**config.mk**
```make
export PLATFORM = sky130hd
export DESIGN_NAME = cla_multiword_ctrl_flat
export DESIGN_NICKNAME = d
export VERILOG_FILES = /design/src/rtl/cla_ctrl_pkg.sv /design/src/rtl/cla_multiword_ctrl_if.sv /design/src/rtl/cla_word_slice.sv /design/src/rtl/cla_multiword_ctrl.sv /design/src/flat_wrapper.sv
export SDC_FILE = /design/constraint.sdc
export NUM_CORES = 1
export LEC_CHECK = 0
export BUFFER_PORTS_ARGS = -buffer_cell sky130_fd_sc_hd__buf_4
export CORE_MARGIN = 10
export CORE_UTILIZATION = 34
export DETAILED_ROUTE_END_ITERATION = 8
export PLACE_DENSITY = 0.63
export SLEW_MARGIN = 20
export SYNTH_ARGS = -nofsm -noshare
export SYNTH_HDL_FRONTEND = slang
export SYNTH_SLANG_ARGS = --single-unit
export TNS_END_PERCENT = 50
```
**constraint.sdc**
```tcl
create_clock -name CLK_i -period 4.88 [get_ports CLK_i]
set_clock_uncertainty 0.05 [all_clocks]
set_input_delay 0.488 -clock CLK_i [delete_from_list [all_inputs] [get_ports CLK_i]]
set_output_delay 0.488 -clock CLK_i [all_outputs]
set_load 0.01 [all_outputs]
```
**src/rtl/cla_ctrl_pkg.sv**
```systemverilog
// Shared types and helpers for the word-serial carry-lookahead add controller.
package cla_ctrl_pkg;

    typedef enum logic [1:0] {
        IDLE = 2'd0,
        RUN  = 2'd1,
        DONE = 2'd2
    } cla_state_e;

    // Word counter width; never narrower than one bit.
    function automatic int unsigned cnt_width(input int unsigned words);
        return (words > 1) ? $clog2(words) : 1;
    endfunction

endpackage

```
**src/rtl/cla_multiword_ctrl_if.sv**
```systemverilog
// Request/result bundle between a wide-arithmetic user and cla_multiword_ctrl.
// The sub_i signal exists only when CLA_SUB_EN is defined.
interface cla_multiword_ctrl_if #(
    parameter int unsigned W     = 16,
    parameter int unsigned WORDS = 4
);
    logic                 start_i;
    logic [WORDS*W-1:0]   A_i;
    logic [WORDS*W-1:0]   B_i;
    logic                 P_i;
`ifdef CLA_SUB_EN
    logic                 sub_i;
`endif
    logic                 busy_o;
    logic                 done_o;
    logic [WORDS*W-1:0]   S_o;
    logic                 C_o;

`ifdef CLA_SUB_EN
    modport master (output start_i, A_i, B_i, P_i, sub_i,
                    input  busy_o, done_o, S_o, C_o);
    modport slave  (input  start_i, A_i, B_i, P_i, sub_i,
                    output busy_o, done_o, S_o, C_o);
`else
    modport master (output start_i, A_i, B_i, P_i,
                    input  busy_o, done_o, S_o, C_o);
    modport slave  (input  start_i, A_i, B_i, P_i,
                    output busy_o, done_o, S_o, C_o);
`endif

endinterface

```
**src/rtl/cla_word_slice.sv**
```systemverilog
// Combinational W-bit carry-lookahead adder built as a Kogge-Stone prefix over
// (generate, propagate) pairs, with the carry-in folded in as position 0.
module cla_word_slice #(
    parameter int unsigned W = 16
) (
    input  logic [W-1:0] A_i,
    input  logic [W-1:0] B_i,
    input  logic         P_i,
    output logic [W-1:0] S_o,
    output logic         C_o
);

    always_comb begin
        logic [W:0] gg;
        logic [W:0] pp;
        gg      = {A_i & B_i, P_i};
        pp      = {A_i ^ B_i, 1'b0};
        // Descending i keeps gg[i-d] at the previous prefix level.
        for (int d = 1; d <= int'(W); d = d * 2) begin
            for (int i = int'(W); i >= d; i--) begin
                gg[i] = gg[i] | (pp[i] & gg[i-d]);
                pp[i] = pp[i] & pp[i-d];
            end
        end
        S_o = (A_i ^ B_i) ^ gg[W-1:0];
        C_o = gg[W];
    end

endmodule

```
**src/rtl/cla_multiword_ctrl.sv**
```systemverilog
// Word-serial WORDS*W-bit adder sequencing one shared cla_word_slice, LSW first.
// Optional A-B mode is enabled by defining CLA_SUB_EN.
module cla_multiword_ctrl
    import cla_ctrl_pkg::*;
#(
    parameter int unsigned W     = 16,
    parameter int unsigned WORDS = 4
) (
    input  logic                  CLK_i,
    input  logic                  rst_n_i,
    cla_multiword_ctrl_if.slave   bus
);

    localparam int unsigned   KW     = cnt_width(WORDS);
    localparam logic [KW-1:0] K_LAST = KW'(WORDS - 1);

    cla_state_e           state_q, state_d;
    logic [KW-1:0]        k_q;
    logic [WORDS*W-1:0]   a_q, b_q, s_q;
    logic                 carry_q, c_q;
`ifdef CLA_SUB_EN
    logic                 sub_q;
`endif

    logic [W-1:0] a_word, b_word, sum_word;
    logic         c_word;
    logic         accept, last;

    assign accept = (state_q == IDLE) && bus.start_i;
    assign last   = (state_q == RUN) && (k_q == K_LAST);

    always_comb begin
        a_word = a_q[k_q*W +: W];
`ifdef CLA_SUB_EN
        b_word = b_q[k_q*W +: W] ^ {W{sub_q}};
`else
        b_word = b_q[k_q*W +: W];
`endif
    end

    cla_word_slice #(
        .W (W)
    ) u_slice (
        .A_i (a_word),
        .B_i (b_word),
        .P_i (carry_q),
        .S_o (sum_word),
        .C_o (c_word)
    );

    always_comb begin
        state_d = state_q;
        unique case (state_q)
            IDLE:    if (bus.start_i) state_d = RUN;
            RUN:     if (k_q == K_LAST) state_d = DONE;
            DONE:    state_d = IDLE;
            default: state_d = IDLE;
        endcase
    end

    always_ff @(posedge CLK_i or negedge rst_n_i) begin
        if (!rst_n_i) begin
            state_q <= IDLE;
            k_q     <= '0;
            a_q     <= '0;
            b_q     <= '0;
            s_q     <= '0;
            carry_q <= 1'b0;
            c_q     <= 1'b0;
`ifdef CLA_SUB_EN
            sub_q   <= 1'b0;
`endif
        end else begin
            state_q <= state_d;
            if (accept) begin
                a_q     <= bus.A_i;
                b_q     <= bus.B_i;
                k_q     <= '0;
                s_q     <= '0;
                c_q     <= 1'b0;
`ifdef CLA_SUB_EN
                sub_q   <= bus.sub_i;
                // Two's-complement subtract: invert B and inject +1.
                carry_q <= bus.sub_i ? 1'b1 : bus.P_i;
`else
                carry_q <= bus.P_i;
`endif
            end else if (state_q == RUN) begin
                s_q[k_q*W +: W] <= sum_word;
                carry_q         <= c_word;
                k_q             <= last ? '0 : k_q + KW'(1);
                if (last) c_q <= c_word;
            end
        end
    end

    assign bus.busy_o = (state_q != IDLE);
    assign bus.done_o = (state_q == DONE);
    assign bus.S_o    = s_q;
    assign bus.C_o    = c_q;

endmodule

```
**src/flat_wrapper.sv**
```systemverilog
// flat-port wrapper written by rule: the top's interface ports become plain ports
module cla_multiword_ctrl_flat import cla_ctrl_pkg::*;
#(
    parameter int unsigned W     = 16,
    parameter int unsigned WORDS = 4
)
  (CLK_i, rst_n_i, bus_start_i, bus_A_i, bus_B_i, bus_P_i, bus_busy_o, bus_done_o, bus_S_o, bus_C_o);
  cla_multiword_ctrl_if #(.W(W), .WORDS(WORDS)) bus_i ();
  input  logic CLK_i;
  input  logic rst_n_i;
  input wire logic [$bits(bus_i.start_i)-1:0] bus_start_i;
  input wire logic [$bits(bus_i.A_i)-1:0] bus_A_i;
  input wire logic [$bits(bus_i.B_i)-1:0] bus_B_i;
  input wire logic [$bits(bus_i.P_i)-1:0] bus_P_i;
  output wire logic [$bits(bus_i.busy_o)-1:0] bus_busy_o;
  output wire logic [$bits(bus_i.done_o)-1:0] bus_done_o;
  output wire logic [$bits(bus_i.S_o)-1:0] bus_S_o;
  output wire logic [$bits(bus_i.C_o)-1:0] bus_C_o;
  assign bus_i.start_i = bus_start_i;
  assign bus_i.A_i = bus_A_i;
  assign bus_i.B_i = bus_B_i;
  assign bus_i.P_i = bus_P_i;
  assign bus_busy_o = bus_i.busy_o;
  assign bus_done_o = bus_i.done_o;
  assign bus_S_o = bus_i.S_o;
  assign bus_C_o = bus_i.C_o;
  cla_multiword_ctrl #(.W(W), .WORDS(WORDS)) u_core (.CLK_i(CLK_i), .rst_n_i(rst_n_i), .bus(bus_i));
endmodule
```
# ---- Word-level counts from Yosys, hierarchy flattened
# Cells that the tools add are included.
dict set report op_classes {
  muxes 14
  n_eq_ne 5
  bitwise_logic 149
  shift 4
  n_reduce_logical 8
  add_sub_neg 2
}
# operator count
set ops {}
lappend ops {{64-bit two-way mux} 2}
lappend ops {{64-bit by 7-bit indexed part select with 16-bit output} 2}
lappend ops {{1-bit AND} 92}
lappend ops {{64-bit bitwise mux} 1}
lappend ops {{16-bit by 34-bit variable shift with 64-bit output, first input constant} 1}
lappend ops {{16-bit by 34-bit indexed part select with 64-bit output} 1}
lappend ops {{1-bit bitwise OR} 54}
lappend ops {{6-bit negation with 34-bit output} 1}
lappend ops {{16-bit XOR} 2}
lappend ops {{16-bit AND} 1}
lappend ops {{2-bit two-way mux} 5}
lappend ops {{2-bit nonzero test} 3}
lappend ops {{1-bit two-way mux} 5}
lappend ops {{2-bit == test, second input constant} 2}
lappend ops {{2-bit one-hot mux with 2 select lines} 1}
lappend ops {{2-bit AND reduction} 2}
lappend ops {{2-bit by 1-bit adder with 2-bit output, second input constant} 1}
lappend ops {{2-bit by 1-bit == test with 1-bit output, second input constant} 1}
lappend ops {{1-bit logical AND} 2}
lappend ops {{2-bit logical NOT} 1}
lappend ops {{2-bit by 1-bit inequality test with 1-bit output, second input constant} 1}
lappend ops {{2-bit inequality test, second input constant} 1}
dict set report totals {
  reg_bits 198
  out_inout_bits 67
  word_cells 189
}

# ---- Logic depth before layout (Yosys ltp)
dict set report logic_depth {
  ltp_word 15
  ltp_mapped 12
  ltp_nobuf 10
}

# ---- Modules after synthesis
# A second synthesis with hierarchy kept.
dict set report hier_totals {
  hier_cells 606
  hier_area_um2 9668.0
}
# module n_inst area_each_um2 seq_area_each_um2 cells_each
set by_module_without_submodules {}
lappend by_module_without_submodules {cla_multiword_ctrl 1 8800.9 4954.8 498}
lappend by_module_without_submodules {cla_word_slice 1 867.1 0.0 108}

# ---- Least setup slack after synthesis
# OpenSTA, ideal clock, no wires.
dict set report synth_path {
  path_type {reg-to-reg}
  from {reg u_core.k_q[0]}
  to {reg u_core.carry_q}
  path_slack_ns 1.271
  synth_period_minus_slack_ns 3.609
  stages_incl_launch_ff 12
  arrival_time_ns 3.433
  setup_time_ns 0.126
  cell_sequence {dfrtp_1 -> clkbuf_1 -> buf_2 -> mux4_2 -> ha_1 -> a21o_1 -> a31oi_2 -> a21oi_2 -> o41ai_4 -> o211ai_1 -> and3_1 -> a221o_1}
}
dict set report synth_via {
  elab_chain_cells 13
  word_cells_on_any_way 53
  cone_classes {shift: 2; mux: 2; bitwise: 49}
}
# element line_no
set synth_rtl {}
lappend synth_rtl {{start: declaration} cla_multiword_ctrl.sv:18} ;# logic [KW-1:0] k_q;
lappend synth_rtl {{start signal: assignment} cla_multiword_ctrl.sv:91} ;# k_q <= last ? '0 : k_q + KW'(1);
lappend synth_rtl {{64-bit by 7-bit indexed part select with 16-bit output, on equally long branches} {cla_multiword_ctrl.sv:33, cla_multiword_ctrl.sv:37}}
lappend synth_rtl {{16-bit XOR or 16-bit AND (tied branches)} {cla_word_slice.sv:17, cla_word_slice.sv:16}}
lappend synth_rtl {{1-bit AND} cla_word_slice.sv:21} ;# gg[i] = gg[i] | (pp[i] & gg[i-d]);
lappend synth_rtl {{1-bit bitwise OR} cla_word_slice.sv:21}
lappend synth_rtl {{1-bit AND} cla_word_slice.sv:21}
lappend synth_rtl {{1-bit bitwise OR} cla_word_slice.sv:21}
lappend synth_rtl {{1-bit AND} cla_word_slice.sv:21}
lappend synth_rtl {{1-bit bitwise OR} cla_word_slice.sv:21}
lappend synth_rtl {{1-bit AND} cla_word_slice.sv:21}
lappend synth_rtl {{1-bit bitwise OR} cla_word_slice.sv:21}
lappend synth_rtl {{1-bit bitwise OR *} cla_word_slice.sv:21}
lappend synth_rtl {{1-bit two-way mux *} cla_multiword_ctrl.sv:88} ;# end else if (state_q == RUN) begin
lappend synth_rtl {{1-bit two-way mux *} cla_multiword_ctrl.sv:75} ;# if (accept) begin
lappend synth_rtl {{end signal: assignment} cla_multiword_ctrl.sv:86} ;# carry_q <= bus.P_i;
lappend synth_rtl {{end signal: assignment} cla_multiword_ctrl.sv:90} ;# carry_q <= c_word;
lappend synth_rtl {{end: declaration} cla_multiword_ctrl.sv:20} ;# logic carry_q, c_q;
# Every way passes the cells marked *; elsewhere a longest branch is shown, timed or not. The select of a mux whose other input is x is not followed.
# A chain may end at the register's enable or synchronous reset.

# ---- Worst setup path after layout
dict set report layout_path {
  from {reg u_core.k_q[0]}
  to {reg u_core.s_q[44] (netlist: u_core.bus.S_o[44])}
}
dict set report layout_via {
  elab_chain_cells 15
  word_cells_on_any_way 143
  cone_classes {add/sub: 1; shift: 4; mux: 3; bitwise: 135}
}
# element line_no
set layout_rtl {}
lappend layout_rtl {{64-bit by 7-bit indexed part select with 16-bit output, on equally long branches} {cla_multiword_ctrl.sv:33, cla_multiword_ctrl.sv:37}}
lappend layout_rtl {{16-bit XOR} {cla_word_slice.sv:17, cla_word_slice.sv:25}}
lappend layout_rtl {{1-bit AND} cla_word_slice.sv:21}
lappend layout_rtl {{1-bit bitwise OR} cla_word_slice.sv:21}
lappend layout_rtl {{1-bit AND} cla_word_slice.sv:21}
lappend layout_rtl {{1-bit bitwise OR} cla_word_slice.sv:21}
lappend layout_rtl {{1-bit AND} cla_word_slice.sv:21}
lappend layout_rtl {{1-bit bitwise OR} cla_word_slice.sv:21}
lappend layout_rtl {{1-bit AND} cla_word_slice.sv:21}
lappend layout_rtl {{1-bit bitwise OR} cla_word_slice.sv:21}
lappend layout_rtl {{16-bit XOR} cla_word_slice.sv:25} ;# S_o = (A_i ^ B_i) ^ gg[W-1:0];
lappend layout_rtl {{16-bit by 34-bit indexed part select with 64-bit output} cla_multiword_ctrl.sv:89} ;# s_q[k_q*W +: W] <= sum_word;
lappend layout_rtl {{64-bit bitwise mux *} cla_multiword_ctrl.sv:89}
lappend layout_rtl {{64-bit two-way mux *} cla_multiword_ctrl.sv:88}
lappend layout_rtl {{64-bit two-way mux *} cla_multiword_ctrl.sv:75}
lappend layout_rtl {{end signal: indexed assignment} cla_multiword_ctrl.sv:89}
lappend layout_rtl {{end: declaration} cla_multiword_ctrl.sv:19} ;# logic [WORDS*W-1:0] a_q, b_q, s_q;
# Marked as above.

==> qor.txt <==
status: finished, final reports clean
Syn Nets: 798
setup ws final: 1070 ps
# setup viols final: 0
Worst Hold End: u_core.a_q[21]$_DFFE_PN0P_
CTS tree: yes
Rows: 59
# H-tree levels: 4
clock latency at the later pin of the worst-skew pair: 440 ps
P per Cell Area: 857 mW/mm^2
Root Driver: clkbuf_16
maximum vdd drop: 0.431 mV
die area: 0.0334 mm^2
Starting DRT DRC Count: 516
die height: 183 um
Port-buffer cells: 198
Max transition margin: 0.370
flip-flop and latch count after synthesis: 198
min Tclk post-route: 3810 ps
mapped cell area: 0.00900 mm^2
Post-CTS Setup Bufs: 0
initial antenna violation count: 1
Overflow after GRT: 0
vias in the first global route: 6,474
worst setup path class: register to register
Async SR Flop Fraction: 1.00
total power: 9.85 mW
placed wire-length estimate after detailed placement: 18,100 um
RR Endpoint: u_core.bus.S_o[44]$_DFFE_PN0P_
PostCTS Resize Cnt: 0
Post-synth EDFFs: 0
Total Routed Length: 24,500 um
crit path DAT: 4050 ps
post-synthesis cell count: 645
Starting Density: 0.346
first-pass GRT wire length: 38,600 um
setup TNS: 0 ps
Layout Nets: 987
maximum number of pins on one net before global-route repair: 123
Leakage: 5.21 nW
Synth Warn #: 0
Max-Cap Viols: 0
Final Slew Violations: 0
CTS max path bufs: 2
I/O Pins: 199
Hold WC Path Type: primary input to register
period utilisation layout: 0.781
vias per cell: 5.18
drc violations: 0
Worst Max-Slew Pin Slew: 944 ps
Hold Worst Slack: 222 ps
RD Place Congestion: 0.777
antenna viol nets, final: 0
Primary FF master, synth: dfrtp_1
Pre-antenna DRT Iters: 5
clock tree sinks: 198
Syn Area/Cell: 14.0 um^2
Crit. End Element: register
Global Route Usage Sum: 0.147
Final Hold Fails: 0
hold path start: bus_A_i[21]
worst r2r src: u_core.k_q[0]$_DFFE_PN0P_
share of cells above drive strength 1: 0.485
core area: 0.0261 mm^2
pre-CTS WS: 1050 ps
fillers: 2,416
sequential fraction of the synthesis area: 0.550
CP Max Fanout: 22
Req. time, crit path: 5120 ps
r2r setup slk: 1070 ps
Synth cell types: 47
CTS Buf Count: 17
clock-pin slew on the worst setup and hold paths: 80 ps
WHS Path Cells: 2
Die W: 183 um
per-cell routed wire length: 20.7 um
Setup crit start kind: register
RSZ-0062 raised after global routing: false
vias post-DR: 6,131
area delta synth->final: 27.7%
maximum clock frequency: 262 MHz
R2R cell count: 9
cells in the final DEF, fill, tap and decap left out, types with 6 or more instances in the layout:
cell type / instances
a22o_1: 45
inv_1: 7
nand2_1: 29
o21ai_0: 22
nand4_1: 6
nand3_1: 10
ha_1: 20
buf_4: 202
xnor2_1: 9
a21o_1: 8
mux4_2: 32
nor3_1: 9
clkbuf_16: 17
a21oi_1: 10
nor2_1: 20
mux2_2: 129
dfrtp_1: 196
layer usage:
metal,vias to the layer above,track usage,share of wire,wire length (um)
li1,2800,-,-,-
met1,3120,0.214,0.48,11800
met4,0,0.0413,0.014,346
met2,197,0.209,0.44,10700
met3,14,0.0415,0.065,1580
met5,-,0,0,0
cell usage after synthesis, types with 2 or more instances:
cell / instances / area, um^2
buf_1: 2 / 7.51
o21a_1: 5 / 37.5
a21oi_2: 2 / 17.5
a21o_1: 8 / 60.1
and3_1: 3 / 18.8
nand2_1: 29 / 109
a22o_1: 45 / 394
xor2_1: 3 / 26.3
a221oi_1: 4 / 35.0
nand3_1: 10 / 50.1
nand3b_1: 2 / 15.0
a21oi_1: 12 / 60.1
nor2_1: 20 / 75.1
o21ai_0: 22 / 110
mux2_2: 129 / 1450
nand4_1: 6 / 37.5
dfrtp_1: 198 / 4950
nor3_1: 9 / 45.0
a31oi_1: 2 / 12.5
buf_2: 14 / 70.1
clkbuf_1: 21 / 78.8
nor4_1: 3 / 18.8
xnor2_1: 9 / 78.8
o31ai_1: 3 / 22.5
inv_1: 7 / 26.3
a211oi_1: 2 / 15.0
and2_1: 2 / 12.5
ha_1: 20 / 250
o211ai_1: 2 / 15.0
nor2b_1: 3 / 18.8
mux4_2: 32 / 721
kinds of logic (layout without fill, tap and decap cells):
group | after synthesis | count (layout) | share of synthesized area
flip-flops | 198 | 198 | 0.550
multiplexers | 161 | 161 | 0.241
AO/OA/AOI/OAI | 114 | 114 | 0.0956
AND/OR/NAND/NOR | 95 | 95 | 0.0507
buffers and inverters | 44 | 246 | 0.0203
adder cells (fa/ha/maj) | 21 | 21 | 0.0300
XOR/XNOR | 12 | 12 | 0.0117
other | 0 | 1 | 0
worst max-delay path by stage:
| stage | startpoint | end | slack, ps | depth (start not counted) |
|---|---|---|---|---|
| after floorplan | u_core.k_q[0]$_DFFE_PN0P_ | u_core.carry_q$_DFFE_PN0P_ | 1270 | 11 |
| after global placement | u_core.k_q[0]$_DFFE_PN0P_ | u_core.bus.S_o[30]$_DFFE_PN0P_ | 1150 | 9 |
| after detailed placement | u_core.k_q[0]$_DFFE_PN0P_ | u_core.bus.S_o[28]$_DFFE_PN0P_ | 1050 | 9 |
| after CTS | u_core.k_q[0]$_DFFE_PN0P_ | u_core.bus.S_o[28]$_DFFE_PN0P_ | 1040 | 9 |
| after global routing | u_core.k_q[0]$_DFFE_PN0P_ | u_core.bus.S_o[44]$_DFFE_PN0P_ | 650 | 9 |
| final | u_core.k_q[0]$_DFFE_PN0P_ | u_core.bus.S_o[44]$_DFFE_PN0P_ | 1070 | 9 |
state kept, by name, indices dropped and copies added (netlist names):
signal          cells
u_core.state_q      2
u_core.bus.S_o     64
u_core.carry_q      1
u_core.b_q         64
u_core.k_q          2
u_core.bus.C_o      1
u_core.a_q         64
worst max-delay path, cell delays in order (launching register included):
cell and delay [ps]:
dfrtp_2 760, buf_4 400, mux4_2 560, ha_1 430, a21oi_1 170, o21ai_0 180
o41ai_4 420, nor3_1 80, a311oi_1 420, o21ai_0 170
through the flow:
stage	area (um^2)	cells	utilization
6_report	11500	1183	0.441
5_1_grt	11500	1183	0.441
4_1_cts	11500	1180	0.440
3_5_place_dp	10900	1148	0.417
3_3_place_gp	10900	1148	0.417
2_1_floorplan	9000	645	-
layout make-up:
| class | count | area, um^2 | share of cell area |
|---|---|---|---|
| well taps | 335 | 419 | 0.0364 |
| diodes | 1 | 2.50 | 0.000218 |
| inverters | 7 | 26.3 | 0.00228 |
| multi-input cells | 403 | 3890 | 0.339 |
| clock inverters | 14 | 155 | 0.0135 |
| repair buffers | 207 | 1610 | 0.140 |
| flip-flops and latches | 198 | 4960 | 0.431 |
| clock buffers | 18 | 439 | 0.0382 |
timing repair:
action                     in CTS  in global routing
setup endpoints to repair       0                  0
hold buffers                    0                  1
hold endpoints to repair        0                 30
power breakdown:
group | switching, mW | internal (mW) | total [mW]
Combinational | 3.06 | 2.45 | 5.51
Sequential | 0.507 | 2.40 | 2.90
Clock | 0.696 | 0.744 | 1.44
(Power assumes the default switching activity.)
